[src/rtl/uart_receiver.sv]
// ============================================================================
// Module   : uart_receiver
// Purpose  : 8N1 UART receiver (1 start, 8 data LSB-first, 1 stop, no
//            parity). Synchronises the asynchronous serial line into the clk
//            domain, samples each bit at its centre and holds the last good
//            byte on RxData until the next good frame.
// Revision : 1.0 - initial release
// ----------------------------------------------------------------------------
// Ports
//   clk       in   1  system clock, rising edge
//   reset     in   1  asynchronous active-low reset (0 = reset)
//   RxD       in   1  serial input, idle high, asynchronous to clk
//   RxData    out  8  last correctly received byte
//   RxValid   out  1  one-clock pulse when RxData is updated
//   FrameErr  out  1  one-clock pulse when the stop bit is sampled low
// ============================================================================
`timescale 1ns/1ps
`default_nettype none

module uart_receiver #(
  parameter int CLK_FREQ_HZ = 100_000_000,
  parameter int BAUD_RATE   = 9600
) (
  input  logic       clk,
  input  logic       reset,
  input  logic       RxD,
  output logic [7:0] RxData,
  output logic       RxValid,
  output logic       FrameErr
);

  localparam int CLKS_PER_BIT = (CLK_FREQ_HZ + BAUD_RATE / 2) / BAUD_RATE;
  localparam int HALF_BIT     = CLKS_PER_BIT / 2;
  localparam int CNT_W        = 14;
  localparam logic [CNT_W-1:0] BIT_LAST  = CNT_W'(CLKS_PER_BIT - 1);
  localparam logic [CNT_W-1:0] HALF_LAST = CNT_W'(HALF_BIT - 1);

  typedef enum logic [2:0] {
    S_IDLE  = 3'd0,
    S_START = 3'd1,
    S_DATA  = 3'd2,
    S_STOP  = 3'd3,
    S_BRK   = 3'd4
  } state_t;

  state_t           state, state_nxt;
  logic             sync_meta, rxs;
  logic [CNT_W-1:0] bit_cnt;
  logic [2:0]       bit_idx;
  logic [7:0]       shift_reg;
  logic             shift_en, load_en, err_en, cnt_clr;

  // Two-flop synchroniser; resets to the idle (high) line level so a
  // reset release never looks like a start edge.
  always_ff @(posedge clk or negedge reset) begin
    if (!reset) begin
      sync_meta <= 1'b1;
      rxs       <= 1'b1;
    end else begin
      sync_meta <= RxD;
      rxs       <= sync_meta;
    end
  end

  always_ff @(posedge clk or negedge reset) begin
    if (!reset) state <= S_IDLE;
    else        state <= state_nxt;
  end

  always_comb begin
    state_nxt = state;
    shift_en  = 1'b0;
    load_en   = 1'b0;
    err_en    = 1'b0;
    case (state)
      S_IDLE:  if (!rxs) state_nxt = S_START;
      S_START: begin
        // Re-check the line at the start-bit centre; a high here was a glitch.
        if (bit_cnt == HALF_LAST) state_nxt = rxs ? S_IDLE : S_DATA;
      end
      S_DATA: begin
        if (bit_cnt == BIT_LAST) begin
          shift_en = 1'b1;
          if (bit_idx == 3'd7) state_nxt = S_STOP;
        end
      end
      S_STOP: begin
        if (bit_cnt == BIT_LAST) begin
          if (rxs) begin
            load_en   = 1'b1;
            state_nxt = S_IDLE;
          end else begin
            err_en    = 1'b1;
            state_nxt = S_BRK;
          end
        end
      end
      // A line held low after a bad stop bit must not be taken as a new start.
      S_BRK:   if (rxs) state_nxt = S_IDLE;
      default: state_nxt = S_IDLE;
    endcase
  end

  // The bit-timing counter restarts on every state change and at every
  // data-bit centre; it is held at zero while waiting on the line.
  assign cnt_clr = (state_nxt != state) || shift_en ||
                   (state == S_IDLE) || (state == S_BRK);

  always_ff @(posedge clk or negedge reset) begin
    if (!reset) begin
      bit_cnt   <= '0;
      bit_idx   <= 3'd0;
      shift_reg <= 8'h00;
      RxData    <= 8'h00;
      RxValid   <= 1'b0;
      FrameErr  <= 1'b0;
    end else begin
      bit_cnt  <= cnt_clr ? '0 : bit_cnt + CNT_W'(1);
      RxValid  <= load_en;
      FrameErr <= err_en;
      if (state == S_START && state_nxt == S_DATA) begin
        bit_idx <= 3'd0;
      end else if (shift_en) begin
        bit_idx            <= bit_idx + 3'd1;
        shift_reg[bit_idx] <= rxs;
      end
      // RxData only ever takes a completed, correctly framed byte.
      if (load_en) RxData <= shift_reg;
    end
  end

endmodule

`default_nettype wire

[config.mk]
export PLATFORM = sky130hd
export DESIGN_NAME = uart_receiver
export DESIGN_NICKNAME = d
export VERILOG_FILES = /design/src/rtl/uart_receiver.sv
export SDC_FILE = /design/constraint.sdc
export NUM_CORES = 1
export LEC_CHECK = 0
export ABC_CLOCK_PERIOD_IN_PS = 3400
export CELL_PAD_IN_SITES_DETAIL_PLACEMENT = 2
export CELL_PAD_IN_SITES_GLOBAL_PLACEMENT = 2
export CORE_ASPECT_RATIO = 0.75
export CORE_UTILIZATION = 39
export CTS_CLUSTER_DIAMETER = 60
export DETAILED_ROUTE_END_ITERATION = 6
export PLACE_DENSITY = 0.75
export SYNTH_ARGS = -nofsm -noshare
export SYNTH_HDL_FRONTEND = slang
export SYNTH_SLANG_ARGS = --single-unit
[constraint.sdc]
create_clock -name clk -period 3.4 [get_ports clk]
set_clock_uncertainty 0.05 [all_clocks]
set_input_delay 0.51 -clock clk [delete_from_list [all_inputs] [get_ports clk]]
set_output_delay 0.51 -clock clk [all_outputs]
set_load 0.02 [all_outputs]
==> run metrics <==
CTS sink count=40; period utilization=about four fifths; Mapped Area=around 1900 um^2; FF/Latch Area=between 1000 and 1500 um^2; starting density of the core=between 40% and 50%; Detail Route Antenna Nets=0; number of max-cap violations=0; H-tree levels=2; post-place instance area=between 2000 and 2500 um^2; TritonCTS Buffers=5; switch share=between 20% and 30%; status=completed; vias after detailed routing=between 1000 and 1500; CTS-repair resized insts=0; Placeable Area=roughly 4500 um^2; synthesized flop and latch total=40; syn nets=172; placed cells=230; Setup Buffers After CTS=0; I/O pin count=13; worst reg2reg path startpoint=bit_cnt[2]; clock share of power=approximately two fifths; Row Count=21; hpwl dp=between 3 and 4 mm; max reg flops=14; largest cells by area after synthesis=dfrtp_1 (50%), mux2_2 (6.0%), nor2_1 (4.2%), xor2_1 (3.7%), mux2_1 (3.6%); Arr. time, crit path=2820 ps; CP endpoint=shift_reg[4]; FILL cells=about 480; final non-filler cell total=approximately 240; setup TNS=0 ps; proportion of layout cells with a drive suffix above 1=between 15 and 20%; final hold vios=0; highest metal used=met4; RSZ-0062 raised after global routing=no; Finished Cell Area=2150 um^2; final setup violation count=0; cell-internal power=between 600 and 700 uW; count of warnings emitted by yosys=0; Die Span Y=between 60 and 70 um; met1 WL=between 2 and 2.5 mm; R2R setup slack=between 700 and 800 ps; Reg power frac=between 50% and 60%; routed wl met3=approximately 120 um; die width=around 82 um; Worst-path clk slew=~80 ps; minimum clock period=about 2700 ps; Syn Area/Cell=11.5 um^2; largest net degree at the start of global routing=41; gr ovfl total=0; Max-slew headroom=approximately 40%; Comb power frac=roughly 1.8%; DRC=0; Req. time, crit path=between 3000 and 4000 ps; Via density=approximately 5.4; final net count=187; first-pass GRT wire length=~7.6 mm; CP endpoint kind=flop; Netlist cell types=39; Post-CTS Hold Buffers=0; Slew @ Worst Pin=around 900 ps; Port Buffers=12; Slew Viols, Final=0; area delta synth->final=13.8%; Inserted Diodes=0; f_max=about 370 MHz; worst flop-to-flop path endpoint=shift_reg[4]; 1st-pass router iterations=3; Critical Path Start Type=flop; P_sw=about 180 uW; CTS tree=built; pwr dens=between 300 and 400 nW/um^2; Die ar.=around 5100 um^2; global-route usage over all layers=between 20% and 30%; clk_lat worst skew=300 ps; worst min path class=primary input to async pin; drt total wl=4.40 mm; share of the synthesized area in the top cell type=about 50%; clock buffer depth=2; critical path fanouts, max=8; Leak=0.997 nW; register area share after synthesis=about 53%; clk root buf=clkbuf_8; 1st-iter DRT viols=40; FF-to-FF path depth=5; Placer Congestion=between 0.7 and 0.8; initial antenna violation count=0; drt wl/cell=18.5 um; WL met2=between 1.5 and 2 mm; crit path launch=bit_cnt[2]; Multi-input gate area=838 um^2; Cells after Synth=165; cell taking the most area after synthesis=dfrtp_1; vias in the first global route=~1400; crit path kind=flop to flop; worst IR drop on VDD=0.000217 V
layout make-up:
| cell class | count | area share (%) |
|---|---|---|
| Timing Repair Buffer | 13 | 5.70 |
| Tap cell | 57 | 3.31 |
| Multi-Input combinational cell | 114 | 39.0 |
| Clock buffer | 7 | 4.01 |
| Inverter | 6 | 1.05 |
| Sequential cell | 40 | 46.6 |
| Clock inverter | 1 | 0.349 |
synthesized netlist by cell type:
master     number
nor4_1          1
nor3_1          3
a22o_1          2
nor4_4          1
xnor2_1         4
dfstp_2         2
nand3_1         8
mux2_2         10
nand2b_1        2
a21oi_1         4
or4_1           2
or4b_4          1
nor2_1         21
and4_1          1
a22oi_2         1
mux2_1          6
dfrtp_1        38
or4b_2          1
nand2_1        11
a21o_1          2
nand3b_1        1
buf_6           1
or3_1           2
o41ai_1         1
clkbuf_1        4
nand4_1         3
nand4b_1        1
xor2_1          8
or2_2           1
or3b_2          2
ha_1            4
nor2b_1         2
a22oi_1         1
and3_1          2
nor3_4          2
or4_4           1
or4b_1          1
a2bb2oi_1       1
inv_1           6
power by group through the flow:
stage | Clock [mW] | Combinational, mW | Sequential (mW)
final | 0.334 | 0.0151 | 0.478
after global routing | 0.369 | 0.0172 | 0.478
after CTS | 0.344 | 0.0164 | 0.478
after detailed placement | 0 | 0.0162 | 0.487
after global placement | 0 | 0.0154 | 0.487
after floorplan | 0 | 0.00244 | 0.488
kinds of logic after synthesis:
logic type	count (synthesis)	share of synthesized area (%)
AND/OR/NAND/NOR	70	21.8
flip-flops	40	53.1
multiplexers	16	9.53
AO/OA/AOI/OAI	12	4.77
XOR/XNOR	12	5.56
buffers and inverters	11	2.58
adder cells (fa/ha/maj)	4	2.65
layout by cell type (no fill, tap or decap), types with 2 or more instances in the layout:
cell type	instances
dfrtp_1	38
nor2_1	21
nand2_1	11
clkdlybuf4s50_1	11
mux2_2	10
nand3_1	8
xor2_1	8
inv_1	6
mux2_1	6
clkbuf_8	6
a21oi_1	4
xnor2_1	4
ha_1	4
nor3_1	3
nand4_1	3
nand2b_1	2
or3b_2	2
or4_1	2
or3_1	2
and3_1	2
a21o_1	2
nor2b_1	2
nor3_4	2
a22o_1	2
dfstp_2	2
through the flow:
stage	setup WS (ps)	power (mW)	utilization [%]	hold slack (ps)
global placement	796	0.503	45.3	300
floorplan	940	0.490	-	164
detailed placement	697	0.504	45.3	302
global route	582	0.864	47.3	322
finish	703	0.827	47.3	292
CTS	684	0.839	47.3	314
critical path, cell delays in order (launching register included):
cell     delay (ps)
dfrtp_1         460
or4b_1          550
or4_4           630
nor4_4          400
nand2_1         140
mux2_1          350
worst min path at each step:
stage / endpoint / cells past startpoint / startpoint / slack [ps]
3_3_place_gp: rxs / 0 / sync_meta / 300
6_report: state[2] / 1 / reset / 290
4_1_cts: rxs / 0 / sync_meta / 310
3_5_place_dp: rxs / 0 / sync_meta / 300
2_1_floorplan: FrameErr / 0 / reset / 160
5_1_grt: rxs / 0 / sync_meta / 320
metal layers:
metal  global-route usage (%)  vias to the layer above
li1                         -                      604
met1                     29.9                      669
met5                        0                        -
met3                     5.88                        2
met4                     7.68                        0
met2                     28.7                       12
Power figures use the tool's default switching activity.
==> variant 1, RTL diff (config.mk and constraints unchanged) <==
Make the reset (`reset`) synchronous in 3 clocked blocks. Comments in the files are not updated.
--- a/src/rtl/uart_receiver.sv
+++ b/src/rtl/uart_receiver.sv
@@ -53,5 +53,5 @@
   // Two-flop synchroniser; resets to the idle (high) line level so a
   // reset release never looks like a start edge.
-  always_ff @(posedge clk or negedge reset) begin
+  always_ff @(posedge clk) begin
     if (!reset) begin
       sync_meta <= 1'b1;
@@ -63,5 +63,5 @@
   end
 
-  always_ff @(posedge clk or negedge reset) begin
+  always_ff @(posedge clk) begin
     if (!reset) state <= S_IDLE;
     else        state <= state_nxt;
@@ -107,5 +107,5 @@
                    (state == S_IDLE) || (state == S_BRK);
 
-  always_ff @(posedge clk or negedge reset) begin
+  always_ff @(posedge clk) begin
     if (!reset) begin
       bit_cnt   <= '0;
Formal check against the unedited RTL: same outputs for any inputs over 10 cycles, from zero or initial values and one cycle with reset low; that may be too few to reach the edited logic, so the function may still have changed.
==> variant 1 against the original RTL <==
Core utilization fell by 0.79 points; maximum frequency rose by 5.0%; power rose by 1.1%; combinational power rose by 58%; final cell count rose by 11%; design area fell by 3.4%; sequential cell count did not move; global-route usage fell by 0.44 points; routed wire length fell by 0.41%; synthesized area fell by 3.6%; setup slack improved by 0.13 ns; sequential share of layout area fell by 8.1 points; critical endpoint is now RxData[5]; largest cell class is now multi-input gates.
==> variant 1: results (changes against the original RTL) <==
Parameter                              Value

GRT
  Global-route wire length before repair    7.33 mm (-3.9%)
  Vias in the first global route    1460 (+2.7%)
  Pin count of the biggest net entering global routing    25 (-39%)
  All-Layer GR Usage    0.202 (-0.00442)

Worst setup path
  Flop-to-flop setup slack    0.83 ns (+0.13 ns)
  Worst Reg2Reg Path Length in Cells    7 (+2)
  Critical R2R Launch    bit_cnt[0]
  Endpoint arrival time on the critical path    2.70 ns (-0.12 ns)
  Capture instance of the worst register-to-register path    RxData[5]
  Largest driver fanout on the critical path    13 (+5)

Placed design
  Pre-CTS worst setup slack    0.879 ns (+0.182 ns)
  Number of cells after detailed placement    258 (+12%)
  Routability cong.    0.747 (-6.2%)
  Placed wire-length estimate    3.15 mm (-2.9%)

Synthesis
  Synthesized area per cell    9.29 sq um (-19%)
  Top cells by instance count after synthesis    40 x dfxtp_1, 22 x nand2_1, 16 x nor2_1
  Main synth FF type    dfxtp_1
  Top post-synthesis cells by area    dfxtp_1 44%, mux2i_1 7.1%, nand2_1 4.5%, nor2b_1 3.4%, xor2_1 3.4%
  Net count of the mapped netlist    203 (+18%)
  Fraction of synthesis flops using an asynchronous set or reset pin    0 (-1.00)
  Sequential fraction of the synthesis area    0.440 (-0.0912)
  Unique masters post-synth    38 (-2.6%)

Final layout
  Total inserted antenna cells    0 (unchanged)
  Number of nets in the final layout    215 (+15%)
  Filler cell count    494 (+4.0%)
  Max reg flops    14 (unchanged)
  Fraction of final layout cells sized beyond drive strength 1    0.0577 (-0.114)

Min path
  Path class of the lowest-slack min-delay path    reg2reg
  Hold Path Stages    1

Clock tree
  Post-CTS Setup Inserts    0 (unchanged)
  Number of instances resized during post-cts repair    0 (unchanged)
  Clock insertion delay at the later pin of the skew report    0.28 ns (-0.02 ns)

Drt
  Length of routed met3 wiring    109 um (-8.4%)
  Number of vias after detailed routing    1439 (+12%)
  WL met2    1.93 mm (-2.5%)
  Average routed wire per standard cell    16.5 um (-11%)
  Number of DRC violations after detailed-routing iteration 0    35 (-13%)
  M1 wire length    2.30 mm (+1.7%)
  Number of vias per cell after detailed routing    5.43 (+0.42%)
  First-pass iteration count of the detailed router    4 (+1)

Power and ir drop
  Leakage power    0.000666 uW (-33%)
  Worst IR drop on VDD    0.278 mV (+28%)

Run status
  Status    finished clean

Timing
  Pin slew with the least headroom to its limit    0.859 ns (-0.0447 ns)
  Total setup violations reported at the end of the flow    0 (unchanged)
variant 1: cell families after synthesis:
| group | count (synthesis) | synth area share |
|---|---|---|
| flip-flops | 40 | 0.440 |
| adder cells (fa/ha/maj) | 4 | 0.0275 |
| XOR/XNOR | 13 | 0.0625 |
| multiplexers | 13 | 0.0714 |
| buffers and inverters | 12 | 0.0288 |
| AND/OR/NAND/NOR | 97 | 0.297 |
| AO/OA/AOI/OAI | 17 | 0.0735 |
variant 1: critical path, stage by stage, from the launching register on:
cell and delay (ns):
dfxtp_1 0.35, inv_1 0.07, ha_1 0.16, nand4b_1 0.19, nor4_4 0.70, and3_1 0.62, mux2i_1 0.26, nor2b_1 0.06
variant 1: power by group:
part           switching (uW)  internal (uW)  total [uW]
registers                3.06            470         473
clock network             158            181         339
logic                    14.9           8.92        23.8
variant 1: layer usage:
metal	vias up	global-route usage
met2	15	0.311
met5	-	0
met1	714	0.280
met4	0	0.0689
li1	708	-
met3	2	0.0444
variant 1: layout make-up:
| class | count | share of cell area |
|---|---|---|
| inverters | 4 | 0.00722 |
| multi-input cells | 144 | 0.466 |
| well taps | 57 | 0.0343 |
| clock buffers | 7 | 0.0463 |
| flip-flops and latches | 40 | 0.385 |
| repair buffers | 13 | 0.0614 |
variant 1: worst max path at each step:
stage	startpoint	to	slack, ns	depth (start not counted)
3_5_place_dp	bit_cnt[0]	RxData[5]	0.88	7
2_1_floorplan	bit_cnt[3]	bit_cnt[1]	1.53	5
6_report	bit_cnt[0]	RxData[5]	0.83	7
3_3_place_gp	bit_cnt[0]	RxData[4]	0.99	7
4_1_cts	bit_cnt[0]	RxData[5]	0.83	7
5_1_grt	bit_cnt[0]	RxData[7]	0.65	7
variant 1: per-stage QoR:
| stage | cell area, sq um | total power (uW) | hold WS, ns |
|---|---|---|---|
| after floorplan | 1820 | 499 | 0.336 |
| after detailed placement | 1980 | 508 | 0.360 |
| after global routing | 2080 | 872 | 0.402 |
| after global placement | 1980 | 507 | 0.353 |
| after CTS | 2080 | 850 | 0.386 |
| final | 2080 | 836 | 0.376 |
==> variant 2, RTL diff (same flow settings) <==
Made on the original files. The localparam `CNT_W` goes from 14 to 28.
--- a/src/rtl/uart_receiver.sv
+++ b/src/rtl/uart_receiver.sv
@@ -32,5 +32,5 @@
   localparam int CLKS_PER_BIT = (CLK_FREQ_HZ + BAUD_RATE / 2) / BAUD_RATE;
   localparam int HALF_BIT     = CLKS_PER_BIT / 2;
-  localparam int CNT_W        = 14;
+  localparam int CNT_W        = 28;
   localparam logic [CNT_W-1:0] BIT_LAST  = CNT_W'(CLKS_PER_BIT - 1);
   localparam logic [CNT_W-1:0] HALF_LAST = CNT_W'(HALF_BIT - 1);
Formal check against the unedited RTL: same outputs for any inputs over 10 cycles, from zero or initial values and one cycle with reset low; that may be too few to reach the edited logic, so the function may still have changed.
==> variant 2 against the original RTL <==
Global-route usage shrank 0.67 points; final cell count grew 48%; synthesized area grew 46%; setup slack gained 0.092 ns; first-iteration DRC count grew 95%; design area grew 41%; routed wire length grew 47%; power grew 26%; sequential cell count grew 14.
==> variant 2: results (changes against the original RTL) <==
Parameter                              Value

Worst setup path
  End point of the critical path    RxData[3]
  Capture instance of the worst register-to-register path    RxData[3]
  Flop-to-flop setup slack    0.79 ns (+0.09 ns)
  Largest driver fanout on the critical path    9 (+1)
  Critical path's slowest cell    and4b_1
  Worst Reg2Reg Path Length in Cells    7 (+2)
  Crit. Startpoint    bit_cnt[0]
  Endpoint arrival time on the critical path    2.76 ns (-0.06 ns)

Clock tree
  Clock-pin transition on the worst setup and hold timing paths    0.10 ns (+0.02 ns)

Synthesis
  Xor-xnor portion of the synthesized cell area    0.0828 (+0.0272)
  Top post-synthesis cells by area    dfrtp_1 47%, xor2_1 6.0%, mux2_4 4.4%, nor2_1 4.4%, nand4_1 2.7%
  Synthesized area per cell    10.8 sq um (-5.5%)
  Sequential fraction of the synthesis area    0.492 (-0.0387)
  Net count of the mapped netlist    261 (+52%)
  Top cells by instance count after synthesis    52 x dfrtp_1, 32 x nor2_1, 19 x xor2_1

GRT
  Met3 Usage GRT    0.0306 (-0.0282)
  Global-route wire length before repair    11.2 mm (+47%)
  Pin count of the biggest net entering global routing    37 (-9.8%)
  Met1 global-route usage    0.276 (-0.0232)

Drt
  M1 wire length    3.35 mm (+48%)
  Number of DRC violations after detailed-routing iteration 0    78 (+95%)
  First-pass iteration count of the detailed router    4 (+1)
  Length of routed met3 wiring    112 um (-5.9%)
  Number of vias per cell after detailed routing    5.50 (+1.7%)
  Average routed wire per standard cell    18.3 um (-0.99%)

Placed design
  Routability cong.    0.740 (-7.1%)
  Placed wire-length estimate    4.66 mm (+44%)
  Number of cells after detailed placement    345 (+50%)

Final layout
  Filler cell count    717 (+51%)
  Number of nets in the final layout    275 (+47%)
  Fraction of final layout cells sized beyond drive strength 1    0.123 (-0.0486)
  Max reg flops    28 (+14)

Timing
  Relative slew margins    0.440 (+0.0421)
  Worst hold slack across all endpoints    0.232 ns (-0.0597 ns)

Run status
  Status    finished clean

Power and ir drop
  Internal cell power    812 uW (+26%)
==> variant 2: power groups by stage <==
stage	Clock (uW)	Sequential, uW	Combinational (uW)
after global routing	416	648	20.6
after global placement	0	660	18.2
final	382	647	17.0
after CTS	397	647	18.4
after detailed placement	0	660	18.4
after floorplan	0	658	2.97
==> variant 2: per-stage QoR <==
stage                     instance area [sq um]  setup slack, ns  power (uW)
after floorplan                            2750             1.31         661
after global placement                     2950            0.798         678
after detailed placement                   2950            0.775         678
after CTS                                  3040            0.754        1060
after global routing                       3040            0.526        1080
final                                      3040            0.795        1050
==> variant 2: layout make-up <==
class	instances	share of cell area
Sequential cell	54	0.445
Tap cell	84	0.0345
Clock inverter	1	0.00164
Multi-Input combinational cell	184	0.433
Inverter	6	0.00740
Timing Repair Buffer	17	0.0501
Clock buffer	7	0.0284
==> variant 2: cell families after synthesis <==
family / Yosys count
simple gates: 122
fa+ha+maj: 4
flops: 54
compound gates: 16
mux: 16
buf+inv: 16
xor+xnor: 26
